### src/rtl/haze_pkg.sv
// Shared types for the pipeline skid stage: state encoding and occupancy decode.
package haze_pkg;

  localparam int unsigned STATE_W = 2;
  localparam int unsigned OCC_W   = 2;

  // Encoding equals the number of held entries.
  typedef enum logic [STATE_W-1:0] {
    EMPTY = 2'd0,
    BUSY  = 2'd1,
    FULL  = 2'd2
  } skid_state_t;

  // Entries held for a given state; unreachable encodings report zero.
  function automatic logic [OCC_W-1:0] occupancy_of(input skid_state_t s);
    case (s)
      BUSY:    occupancy_of = OCC_W'(1);
      FULL:    occupancy_of = OCC_W'(2);
      default: occupancy_of = OCC_W'(0);
    endcase
  endfunction

endpackage

### src/rtl/pipeline_skid_n_register.sv
// N-bit storage register with write enable and async active-high clear.
module register_N #(
  parameter int unsigned N = 32
) (
  input  logic         i_Clock,
  input  logic         i_Reset,
  input  logic         i_Enable,
  input  logic [N-1:0] i_Data,
  output logic [N-1:0] o_Data
);

  // Load on enable, clear immediately on reset.
  always_ff @(posedge i_Clock or posedge i_Reset) begin
    if (i_Reset) begin
      o_Data <= '0;
    end else if (i_Enable) begin
      o_Data <= i_Data;
    end
  end

endmodule

### src/rtl/pipeline_skid_n.sv
// Two-entry skid buffer: main register drives the output, skid register absorbs
// the one extra beat accepted while downstream stalls. Ready depends on state only.
module pipeline_skid_n
  import haze_pkg::*;
#(
  parameter int unsigned N = 32
) (
  input  logic             i_Clock,
  input  logic             i_Reset,
  input  logic             i_Flush,
  input  logic             i_InValid,
  input  logic [N-1:0]     i_InData,
  output logic             o_InReady,
  output logic             o_OutValid,
  output logic [N-1:0]     o_OutData,
  input  logic             i_OutReady,
  output logic [OCC_W-1:0] o_Occupancy
);

  skid_state_t r_State;
  skid_state_t w_NextState;
  logic         w_MainEn;
  logic         w_SkidEn;
  logic [N-1:0] w_MainD;
  logic [N-1:0] w_Main;
  logic [N-1:0] w_Skid;
  logic         w_InXfer;
  logic         w_OutXfer;

  // Status outputs are pure decodes of the state flops.
  assign o_InReady   = (r_State != FULL);
  assign o_OutValid  = (r_State != EMPTY);
  assign o_OutData   = w_Main;
  assign o_Occupancy = occupancy_of(r_State);

  assign w_InXfer  = i_InValid & o_InReady;
  assign w_OutXfer = o_OutValid & i_OutReady;

  // Next-state and register-enable decode; flush overrides all transfers.
  always_comb begin
    w_NextState = r_State;
    w_MainEn    = 1'b0;
    w_SkidEn    = 1'b0;
    w_MainD     = i_InData;
    if (i_Flush) begin
      w_NextState = EMPTY;
    end else begin
      case (r_State)
        EMPTY: begin
          if (w_InXfer) begin
            w_NextState = BUSY;
            w_MainEn    = 1'b1;
          end
        end
        BUSY: begin
          if (w_InXfer && w_OutXfer) begin
            w_MainEn = 1'b1;
          end else if (w_InXfer) begin
            w_NextState = FULL;
            w_SkidEn    = 1'b1;
          end else if (w_OutXfer) begin
            w_NextState = EMPTY;
          end
        end
        FULL: begin
          if (w_OutXfer) begin
            w_NextState = BUSY;
            w_MainEn    = 1'b1;
            w_MainD     = w_Skid;
          end
        end
        default: w_NextState = EMPTY;
      endcase
    end
  end

  // State register.
  always_ff @(posedge i_Clock or posedge i_Reset) begin
    if (i_Reset) begin
      r_State <= EMPTY;
    end else begin
      r_State <= w_NextState;
    end
  end

  register_N #(.N(N)) u_main (
    .i_Clock  (i_Clock),
    .i_Reset  (i_Reset),
    .i_Enable (w_MainEn),
    .i_Data   (w_MainD),
    .o_Data   (w_Main)
  );

  register_N #(.N(N)) u_skid (
    .i_Clock  (i_Clock),
    .i_Reset  (i_Reset),
    .i_Enable (w_SkidEn),
    .i_Data   (i_InData),
    .o_Data   (w_Skid)
  );

endmodule

### config.mk
export PLATFORM = sky130hd
export DESIGN_NAME = pipeline_skid_n
export DESIGN_NICKNAME = d
export VERILOG_FILES = /design/src/rtl/haze_pkg.sv /design/src/rtl/pipeline_skid_n_register.sv /design/src/rtl/pipeline_skid_n.sv
export SDC_FILE = /design/constraint.sdc
export NUM_CORES = 1
export LEC_CHECK = 0
export BUFFER_PORTS_ARGS = -buffer_cell sky130_fd_sc_hd__buf_2
export CORE_MARGIN = 4
export CORE_UTILIZATION = 55
export CTS_CLUSTER_DIAMETER = 50
export CTS_CLUSTER_SIZE = 14
export DETAILED_ROUTE_END_ITERATION = 10
export PLACE_DENSITY_LB_ADDON = 0.25
export SYNTH_ARGS = -nofsm -noshare
export SYNTH_HDL_FRONTEND = slang
export SYNTH_SLANG_ARGS = --single-unit
### constraint.sdc
create_clock -name i_Clock -period 2.85 [get_ports i_Clock]
set_clock_uncertainty 0.1 [all_clocks]
set_input_delay 0.285 -clock i_Clock [delete_from_list [all_inputs] [get_ports i_Clock]]
set_output_delay 0.285 -clock i_Clock [all_outputs]
set_load 0.01 [all_outputs]
==> qor.csv <==
stage;metric;value;unit
layout;regArea;1652;sq um
timing;post-route-min-period;2074;ps
layout;fin_util;70.09;%
floorplanning;die_h;80.78;um
timing;fin_tns_setup;0;ps
clock_tree;ctsLongestPathBuffers;2;
clock_tree;postCtsSetupBuffers;0;
timing;hold_violations;0;
place;place_congestion;0.6965;
worst_hold_path;min_to;u_skid.o_Data[16];
worst_hold_path;worstHoldStart;i_InData[16];
timing;grt_setup_unrepaired;no;
floorplanning;rows;26;
critical_path;cp_data_arrival_time;2180;ps
power;powerDensity;709.5;nW/um^2
layout;final_nets;306;
clock_tree;cts-root-buf;clkbuf_8;
run_status;status;complete, no violations;
timing;fin_crit_sh;72.79;%
logic_synthesis;seq_area_frac_synth;56.70;%
place;pre_cts_slack;783.1;ps
floorplanning;fp.dieW;80.78;um
drt;route.detailed.drc;0;
clock_tree;clk_latency;320;ps
logic_synthesis;syn_area;2913;sq um
timing;max_clock_freq;482.1;MHz
power;vdd_ir_drop_max;408.5;uV
floorplanning;ios;73;
global_route;grt_max_degree;35;
logic_synthesis;ys_seq_elements;66;
drt;drt_iter0_drc;79;
drt;drt_wl_total;5198;um
timing;slew_viol_final;0;
drt;antenna_left;0;
global_route;overflow;0;
timing;worst_pin_slew;702.0;ps
critical_path;cp-end-kind;flip-flop;
critical_path;r2r-start;r_State[0];
logic_synthesis;syn_inst;188;
global_route;antenna_found_initial;0;
clock_tree;numCtsBuffers;9;
timing;setup_viol;0;
global_route;grt_pass1_wl;8694;um
floorplanning;start_util;57.03;%
critical_path;r2r_cells;6;
critical_path;r2r_slack;780;ps
logic_synthesis;ys_top_cells_by_area;dfrtp_1 (57%), mux2_2 (34%), mux2_1 (3.1%);
logic_synthesis;yosysUniqueCellTypes;19;
global_route;grt.total_usage;17.85;%
timing;layout_setup_ws;775.5;ps
layout;fillers;394;
critical_path;startpoint_type;flip-flop;
logic_synthesis;yosysTopAreaCell;dfrtp_1;
layout;n_antenna_cell;0;
worst_hold_path;hp-class;input pin to flip-flop;
clock_tree;tritoncts;yes;
critical_path;path_class;flip-flop to flip-flop;
logic_synthesis;ys_warn_count;0;
drt;dr_total_vias;1768;
drt;first_pass_iters;4;
logic_synthesis;yosys.area.top_type_share;56.70;%
global_route;grt_pass1_vias;1880;
critical_path;cp.required;2950;ps
logic_synthesis;syn_nets;225;
run;drv_cap;0;
floorplanning;core-area;5107;sq um
layout;area_growth;22.90;%
drt;drt-wirelength-per-cell;15.15;um
drt;via_per_inst;5.155;
layout;drive_gt1_share;68.13;%
logic_synthesis;avgSynthCellArea;15.49;sq um
clock_tree;htree_levels;3;
clock_tree;clk_pin_slew;70;ps
layout;multi_input_area;1201;sq um
place;io_buffers;72;
critical_path;crit-reg2reg-capture;u_main.o_Data[22];
timing;slew_headroom;53.13;%
place;hpwlAfterDp;3727;um
floorplanning;dieArea;6525;sq um
power;power.leakage;1.658;nW
clock_tree;cts_sinks;66;
critical_path;cp_max_fo;22;
worst_hold_path;hold_depth;2;
## final cells by class
type                    count  area share [%]
repair buffers             79           11.95
clock buffers              13           4.719
clock inverters             2          0.9787
inverters                   2          0.2097
flip-flops and latches     66           46.14
multi-input cells         111           33.55
well taps                  70           2.447
## worst max-delay path by stage
| stage | cells after the start | to | startpoint | slack, ps |
|---|---|---|---|---|
| floorplan | 1 | r_State[0] | i_Reset | 810 |
| global placement | 6 | u_main.o_Data[17] | r_State[0] | 840 |
| detailed placement | 6 | u_main.o_Data[22] | r_State[0] | 780 |
| CTS | 6 | u_main.o_Data[22] | r_State[0] | 760 |
| global route | 6 | u_main.o_Data[17] | r_State[1] | 690 |
| finish | 6 | u_main.o_Data[22] | r_State[0] | 780 |
## logic make-up (layout without fill, tap and decap cells)
group           after synthesis  after routing  synth area share, %
mux                          97             97                37.46
compound gates                4              4               0.8590
buf+inv                      11             96                2.448
simple gates                 10             10                2.534
flops                        66             66                56.70
## repair_timing
item,4_1_cts,5_1_grt
gates resized for setup,0,0
endpoints found under the hold margin,32,0
hold buffers,1,0
## layer usage
layer | share of wire [%] | vias up | track usage, %
met3 | 4.9 | 8 | 3.991
met5 | 0 | - | 0
li1 | - | 836 | -
met2 | 49 | 46 | 28.64
met4 | 1.4 | 0 | 8.108
met1 | 45 | 878 | 23.27
## through the flow
stage	cell area, sq um	hold WS (ps)	instances	power [mW]
2_1_floorplan	2913	250.7	188	1.576
5_1_grt	3580	88.29	343	2.686
6_report	3580	96.54	343	2.540
3_3_place_gp	3366	340.2	327	1.752
3_5_place_dp	3366	342.0	327	1.782
4_1_cts	3580	84.12	343	2.576
## Yosys cell counts
cell      number
o21ai_1        1
mux2_2        88
or2_2          1
mux2_1         8
o21a_1         1
buf_6          3
nand2b_1       1
inv_2          1
dfrtp_1       66
nor2b_4        1
nor2_1         3
buf_2          6
a21oi_1        1
nor2b_1        2
nor3b_4        1
inv_1          1
o31ai_1        1
nand3_1        1
mux2i_1        1
## flip-flops by register name, indices dropped and copies added, names as in the netlist
signal,cells
u_skid.o_Data,32
r_State,2
u_main.o_Data,32
## worst max-delay path: stages, from the launching register on
cell	delay, ps
dfrtp_1	460
nor2b_4	160
inv_2	60
nor3b_4	190
buf_4	320
mux2_2	380
mux2_2	270
## layout by cell type (no fill, tap or decap), types with 2 or more instances in the layout
cell type and instances:
dfrtp_1 66, inv_2 2, nor2b_1 2, buf_4 5, mux2_2 88, clkbuf_8 12, mux2_1 8, nor2_1 3
buf_2 72
## where the power goes
part	switching [mW]	leakage [nW]	internal (mW)
sequential	0.106	0.794	1.16
clock	0.316	0.106	0.470
combinational	0.201	0.759	0.286
total	0.623	1.66	1.92
No activity file was read; power rests on OpenSTA's default activity.
